===== config.mk =====
export PLATFORM = sky130hd
export DESIGN_NAME = reg_file_sweep
export DESIGN_NICKNAME = d
export VERILOG_FILES = /design/src/rtl/reg_file_sweep_pkg.sv /design/src/rtl/reg_file_clear_fsm.sv /design/src/rtl/reg_file_sweep.sv
export SDC_FILE = /design/constraint.sdc
export NUM_CORES = 2
export LEC_CHECK = 0
export ABC_AREA = 0
export CORE_MARGIN = 5
export CORE_UTILIZATION = 25
export CTS_CLUSTER_DIAMETER = 100
export CTS_CLUSTER_SIZE = 12
export DETAILED_ROUTE_END_ITERATION = 6
export GPL_TIMING_DRIVEN = 1
export SLEW_MARGIN = 5
export SYNTH_ARGS = -nofsm -noshare
export SYNTH_HDL_FRONTEND = slang
export SYNTH_HIERARCHICAL = 1
export SYNTH_SLANG_ARGS = --single-unit

===== constraint.sdc =====
create_clock -name clk -period 85.3 [get_ports clk]
set_input_delay 17.06 -clock clk [delete_from_list [all_inputs] [get_ports clk]]
set_output_delay 17.06 -clock clk [all_outputs]
set_load 0.005 [all_outputs]

===== src/rtl/reg_file_sweep_pkg.sv =====
// Shared definitions for the sweeping register file: bulk-clear FSM states and
// default geometry constants, also used by the decode stage.
package reg_file_sweep_pkg;

   typedef enum logic [1:0] {
      CLR_IDLE  = 2'd0,
      CLR_SWEEP = 2'd1,
      CLR_DONE  = 2'd2
   } clr_state_e;

   localparam int unsigned DEF_DATA_W = 32;
   localparam int unsigned DEF_ADDR_W = 5;

endpackage


===== src/rtl/reg_file_clear_fsm.sv =====
// Bulk-clear sequencer: walks every register address once, one per cycle,
// then emits a single done pulse. Owns busy/clrDone timing.
module reg_file_clear_fsm
   import reg_file_sweep_pkg::*;
#(
   parameter int unsigned ADDR_W = DEF_ADDR_W
) (
   input  logic              clk,
   input  logic              reset,
   input  logic              clear,
   output logic              busy,
   output logic              clr_done,
   output logic [ADDR_W-1:0] sweep_addr
);

   localparam logic [ADDR_W-1:0] LAST_ADDR = '1;

   clr_state_e        state_q, state_d;
   logic [ADDR_W-1:0] cnt_q, cnt_d;

   always_ff @(posedge clk or posedge reset) begin
      if (reset) begin
         state_q <= CLR_IDLE;
         cnt_q   <= '0;
      end else begin
         state_q <= state_d;
         cnt_q   <= cnt_d;
      end
   end

   // clear is only honoured from IDLE; requests during SWEEP/DONE are dropped
   always_comb begin
      state_d = state_q;
      cnt_d   = cnt_q;
      unique case (state_q)
         CLR_IDLE: begin
            if (clear) begin
               state_d = CLR_SWEEP;
               cnt_d   = '0;
            end
         end
         CLR_SWEEP: begin
            if (cnt_q == LAST_ADDR) begin
               state_d = CLR_DONE;
               cnt_d   = '0;
            end else begin
               cnt_d = cnt_q + 1'b1;
            end
         end
         CLR_DONE: state_d = CLR_IDLE;
         default:  state_d = CLR_IDLE;
      endcase
   end

   assign busy       = (state_q == CLR_SWEEP);
   assign clr_done   = (state_q == CLR_DONE);
   assign sweep_addr = cnt_q;

endmodule


===== src/rtl/reg_file_sweep.sv =====
// Two-read/one-write register file with optional zero register, same-cycle
// write-to-read bypass and a sequential bulk-clear engine.
module reg_file_sweep
   import reg_file_sweep_pkg::*;
#(
   parameter int unsigned DATA_W   = DEF_DATA_W,
   parameter int unsigned ADDR_W   = DEF_ADDR_W,
   parameter bit          ZERO_REG = 1'b1,
   parameter bit          BYPASS   = 1'b1
) (
   input  logic              clk,
   input  logic              reset,
   input  logic              regWrite,
   input  logic              select,
   input  logic [ADDR_W-1:0] rd0,
   input  logic [ADDR_W-1:0] rd1,
   input  logic [DATA_W-1:0] writeData,
   input  logic [ADDR_W-1:0] rs,
   input  logic [ADDR_W-1:0] rt,
   input  logic              clear,
   output logic [DATA_W-1:0] regRs,
   output logic [DATA_W-1:0] regRt,
   output logic              busy,
   output logic              clrDone
);

   localparam int unsigned DEPTH = 2 ** ADDR_W;

   logic [DATA_W-1:0] mem_q [DEPTH];
   logic [DATA_W-1:0] mem_d [DEPTH];
   logic [ADDR_W-1:0] wa;
   logic [ADDR_W-1:0] sweep_addr;
   logic              we;

   reg_file_clear_fsm #(
      .ADDR_W (ADDR_W)
   ) u_clear_fsm (
      .clk        (clk),
      .reset      (reset),
      .clear      (clear),
      .busy       (busy),
      .clr_done   (clrDone),
      .sweep_addr (sweep_addr)
   );

   assign wa = select ? rd1 : rd0;
   // Effective write: blocked while sweeping and never to the hardwired zero register
   assign we = regWrite && !busy && !(ZERO_REG && (wa == '0));

   always_comb begin
      mem_d = mem_q;
      if (busy) begin
         mem_d[sweep_addr] = '0;
      end else if (we) begin
         mem_d[wa] = writeData;
      end
   end

   always_ff @(posedge clk or posedge reset) begin
      if (reset) begin
         mem_q <= '{default: '0};
      end else begin
         mem_q <= mem_d;
      end
   end

   always_comb begin
      regRs = mem_q[rs];
      if (ZERO_REG && (rs == '0)) begin
         regRs = '0;
      end else if (BYPASS && we && (rs == wa)) begin
         regRs = writeData;
      end
   end

   always_comb begin
      regRt = mem_q[rt];
      if (ZERO_REG && (rt == '0)) begin
         regRt = '0;
      end else if (BYPASS && we && (rt == wa)) begin
         regRt = writeData;
      end
   end

endmodule


* Word-level counts from Yosys, hierarchy flattened *
Cells that the tools add are included.

word-level totals
  word-level logic and storage cells = 94
  output and inout port bits = 66
  flip-flop bits (word level) = 1031
  bits of input ports = 57

cells by class
  equality and inequality tests = 7
  mux-type cells = 24
  $add $sub $neg = 1
  order comparisons = 6
  reductions and logical operators = 16
  bitwise logic cells = 6

operators with widths
  kind                                                                   count
  1024-bit 2-to-1 mux                                                    2
  1024-bit bitwise AND                                                   1
  1024-bit bitwise mux                                                   1
  1024-bit NOT                                                           1
  32-bit binary-select mux with 5-bit select                             2
  32-bit demux with 5-bit select                                         2
  32-bit 2-to-1 mux                                                      10
  6-bit >= comparator, second input constant                             4
  5-bit NOT with 6-bit output                                            4
  5-bit zero test                                                        3
  5-bit 2-to-1 mux                                                       3
  6-bit by 1-bit < comparator with 1-bit output, second input constant   2
  5-bit equality test                                                    2
  5-bit one-hot mux with 2 select lines                                  1
  1-bit logical AND                                                      6
  5-bit by 1-bit adder with 5-bit output, second input constant          1
  5-bit equality test, second input constant                             1
  2-bit 2-to-1 mux                                                       2
  2-bit one-hot mux with 2 select lines                                  1
  2-bit AND reduction                                                    2
  2-bit nonzero test                                                     2
  2-bit by 1-bit equality test with 1-bit output, second input constant  1
  2-bit equality test, second input constant                             1
  1-bit zero test                                                        2
  3 further kinds                                                        3

* Longest topological paths before layout *
  depth in word-level cells = 9
  gate-level depth with buffers = 10
  gate-level depth less buffers = 6

* By module *
Netlist, hierarchy kept.

modules (own cells, without submodules)
  module              times used  area an instance (um2)  cells an instance
  reg_file_sweep      1           54135.7                 3681
  reg_file_clear_fsm  1           341.6                   32

* Least setup slack after synthesis *
Ideal clock, no wire load.

  path kind = input to output
  start = input port rs[0]
  end = output port regRs[10]
  stages = 7
  data required time = 68.240 ns
  data arrival time = 18.999 ns
  path slack = 49.241 ns
  buffers on the path = 2
  cell sequence = buf_2 > clkbuf_1 > mux4_2 > mux4_2 > nand2b_1 > o211ai_1 > o211a_1

between the ends
  word-level cells in the longest chain between the ends = 6

RTL lines
  what                                                  line                  RTL
  start: declaration                                    reg_file_sweep.sv:18  input logic [ADDR_W-1:0] rs,
  5-bit NOT with 6-bit output (not written as such)     reg_file_sweep.sv:68  regRs = mem_q[rs];
  32-bit binary-select mux with 5-bit select            reg_file_sweep.sv:68
  32-bit 2-to-1 mux (not written as such) (2 in a row)  reg_file_sweep.sv:68
  32-bit 2-to-1 mux                                     reg_file_sweep.sv:71  end else if (BYPASS && we && (rs == wa)) begin
  32-bit 2-to-1 mux *                                   reg_file_sweep.sv:69  if (ZERO_REG && (rs == '0)) begin
  end: declaration                                      reg_file_sweep.sv:21  output logic [DATA_W-1:0] regRs,

Mark *: on every way between the ends. The rest lies on a longest branch, timed or not. The select of a mux whose other input is x is not followed.

* Worst setup path after layout *
  start = input port rt[1]
  end = output port regRt[21]

between the ends
  word-level cells in the longest chain between the ends = 6

RTL lines
  what                                                  line                  RTL
  start: declaration                                    reg_file_sweep.sv:19  input logic [ADDR_W-1:0] rt,
  5-bit NOT with 6-bit output (not written as such)     reg_file_sweep.sv:77  regRt = mem_q[rt];
  32-bit binary-select mux with 5-bit select            reg_file_sweep.sv:77
  32-bit 2-to-1 mux (not written as such) (2 in a row)  reg_file_sweep.sv:77
  32-bit 2-to-1 mux                                     reg_file_sweep.sv:80  end else if (BYPASS && we && (rt == wa)) begin
  32-bit 2-to-1 mux *                                   reg_file_sweep.sv:78  if (ZERO_REG && (rt == '0)) begin
  end: declaration                                      reg_file_sweep.sv:22  output logic [DATA_W-1:0] regRt,

Marked as above.

==> summary.md <==
| Metric | Value |
|---|---|
| Fin area | roughly 61000 µm² |
| Clock slew at reported path FFs | around 0.06 ns |
| CTS H-tree depth | 3 |
| Initial antenna violation count | 3 |
| Initial Utilization | approximately a quarter |
| Area growth from synthesis to layout | 12.4% |
| GPL Wtd Cong | 0.877 |
| First drt pass iteration count | 5 |
| Clock Tree Buf Depth | 3 |
| Drt total wl | 207000 µm |
| Share of cells above drive strength 1 | around a quarter |
| Min Tclk post-route | around 39 ns |
| Number of synthesized flops with an enable pin | 0 |
| Final Max Slew Viols | 0 |
| Seq cells post-synth | slightly above 1000 |
| Synthesized area | ~54000 µm² |
| Chip width | about 480 µm |
| CTS resizes | 0 |
| Die H | 477 µm |
| Kind of critical path | in -> out |
| Grt met1 use | between 20% and 30% |
| CTS tree | built |
| Worst Setup End Kind | primary output |
| Core footprint | approximately 220000 µm² |
| Inserted Clock Buffers | 95 |
| Final nets | about 3600 |
| Hold Vio Cnt, Final | 0 |
| Cell taking the most area after synthesis | dfrtp_1 |
| Final core utilization | about 28% |
| Clock insertion delay at the later pin of the skew report | approximately 0.7 ns |
| Setup TNS | 0 ns |
| Ports | ~120 |
| # fillers | approximately 22000 |
| Adder-cell share of the synthesized area | less than 1% |
| Synth cell types | between 50 and 60 |
| Top cells by area, synth | dfrtp_1 (47%), mux4_2 (24%), a22o_1 (16%), mux2i_1 (2.6%), clkbuf_1 (1.9%) |
| Outcome | completed |
| Max Cap Violations | 0 |
| Routed vias/inst | a little over 6 |
| Post-Place Setup Slack | around 47 ns |
| Synth warnings | 6 |
| Post-synth ARST share | 100% |
| Leak pwr | 25.9 nW |
| Clk_skew | a little over 0.02 ns |
| Mapped Cells | about 3700 |
| Seq/Total Area, Yosys | a little under half |
| WL per Instance | 32.2 µm |
| CP startpoint kind | primary input |
| GRT Max-Usage Layer | met2 |
| Commonest register cell after synthesis | dfrtp_1 |
| Final setup violation count | 0 |
| Main combinational cell family by area after synthesis | multiplexers |
| PwrDens | 19.9 nW/µm² |
| Hpwl dp | around 110000 µm |
| Port-buffer cells | roughly 120 |
| Global-route wire length before repair | roughly 300000 µm |
| Slew headroom | between 10% and 20% |
| GRT Total Usage | 17.6% |
| Pin count of the biggest net entering global routing | 181 |
| Syn_area_per_cell | around 15 µm² |
| Mapped Nets | between 3000 and 4000 |
| Min-delay worst type | reg -> reg |
| Root Buffer | clkbuf_16 |
| 1st-iter DRT viols | approximately 4800 |
| Complex-gate fraction of the synthesized area | between 10% and 20% |
| Tcrit/Tclk final | between 40% and 50% |
| CTS Sinks | just over 1000 |
| # rows | approximately 170 |
| Met2 GRT Util | 28.4% |
| RSZ-0062 raised after global routing | no |
| Drt drc | 0 |
| Post-DP Area | 58700 µm² |
| Critical path required time | between 60 and 70 ns |
| Hold Buf Count CTS | 0 |
| Share of the synthesized area in the top cell type | between 40% and 50% |
| Synth Area in Simple Gates | roughly 2.2% |
| Fmax | 25.9 MHz |
| Min setup slack post-route | 46.75 ns |
| Worst-Margin Slew | roughly 1.3 ns |
| Peak supply drop | ~0.014 mV |
| Final global-route overflow total | 0 |
| Die Area | around 230000 µm² |
| Arrival @ worst endpoint | around 21 ns |
| Post-synthesis mux area share | between 20% and 30% |
| Vias in the first global route | 40550 |
| Xor and xnor fraction of the mapped netlist area | less than 1% |
| Global routing usage on met3 | 4.11% |
| Post-CTS Setup Bufs | 0 |
| WHS | 0.506 ns |
| Crit-path max FO | 69 |
| Post-DRT Antenna Nets | 0 |
| Vias | 39099 |
==> cells in the mapped netlist (7+ instances only) <==
| cell | number |
|---|---|
| a21oi_1 | 33 |
| a22o_1 | 996 |
| and2_1 | 35 |
| buf_1 | 56 |
| buf_2 | 144 |
| buf_4 | 26 |
| clkbuf_1 | 280 |
| dfrtp_1 | 1031 |
| mux2i_1 | 141 |
| mux4_2 | 571 |
| nand2_1 | 11 |
| nand2b_1 | 68 |
| nor2_1 | 31 |
| nor3b_1 | 9 |
| o211a_1 | 62 |
| o211ai_1 | 68 |
| o22a_1 | 62 |
| xor2_1 | 7 |
==> flip-flops by register name, indices dropped and copies added (netlist names) <==
| signal | count |
|---|---|
| mem_q | 1024 |
| u_clear_fsm/state_q | 2 |
| u_clear_fsm/sweep_addr | 5 |
==> layer usage <==
layer | vias to the layer above | wire length, µm
li1 | 14813 | -
met1 | 20912 | 74200
met2 | 2640 | 96700
met3 | 732 | 20800
met4 | 2 | 15100
met5 | - | 13
==> stage by stage <==
step	power, mW	instances
final	1.22	6422
after global routing	1.25	6422
after CTS	1.22	6420
after detailed placement	0.828	6317
after global placement	0.822	6317
after floorplan	0.728	3713
==> cell type report <==
cell class	instances	area, µm²	area share, %
Inverter	5	31.3	0.0511
Clock inverter	5	77.6	0.127
Clock buffer	98	2430	3.97
Timing Repair Buffer	264	2330	3.80
Tap cell	2854	3570	5.83
Antenna cell	2	5.00	0.00818
Sequential cell	1031	25800	42.1
Multi-Input combinational cell	2163	27000	44.1
==> cell families (layout without fill, tap and decap cells) <==
logic type,Yosys count,count (layout)
AO/OA/AOI/OAI,1243,1243
XOR/XNOR,10,10
adder cells (fa/ha/maj),2,2
buffers and inverters,519,372
flip-flops,1031,1031
multiplexers,713,713
other,0,2
AND/OR/NAND/NOR,195,195
==> power by group <==
group,internal [mW],total (mW),switching (mW)
logic,0.109,0.252,0.144
registers,0.535,0.573,0.0380
clock network,0.201,0.392,0.191
==> worst paths after layout <==
kind	startpoint	to	slack, ns	cells after the start
setup / recovery	rt[1]	regRt[21]	46.75	9
hold / removal	mem_q[1012]	mem_q[1012]	0.51	1
setup reg to reg	u_clear_fsm/state_q[0]	mem_q[41]	81.43	8
hold reg to reg	mem_q[1012]	mem_q[1012]	0.51	1
max in group asynchronous	reset	mem_q[211]	63.93	6
min in group asynchronous	reset	u_clear_fsm/state_q[0]	16.79	2
==> critical path, cell delays in order <==
cell and delay, ns:
buf_8 0.51, buf_4 0.86, buf_4 0.93, mux4_2 0.43, mux2i_1 0.17, o22a_1 0.32
o211ai_1 0.36, o211a_1 0.22, clkdlybuf4s50_1 0.45
==> cells in the final DEF, fill, tap and decap left out, drive strengths merged, types with 3 or more instances in the layout <==
cell           instances
dfrtp               1031
nor3                   9
nor3b                  9
xor2                   7
buf                  151
nand2                 11
nor4b                  3
xnor2                  3
clkbuf                98
nor2b                  3
clkdlybuf4s50        113
a221oi                 4
nand2b                68
a31oi                  3
a22o                 996
nor2                  35
mux4                 571
a21oi                 34
o211a                 62
inv                   10
o22a                  62
and3                   4
nand3                  4
mux2i                141
and2                  35
o21ai                  3
o211ai                68
and3b                  6
No activity file was read; power rests on OpenSTA's default activity.
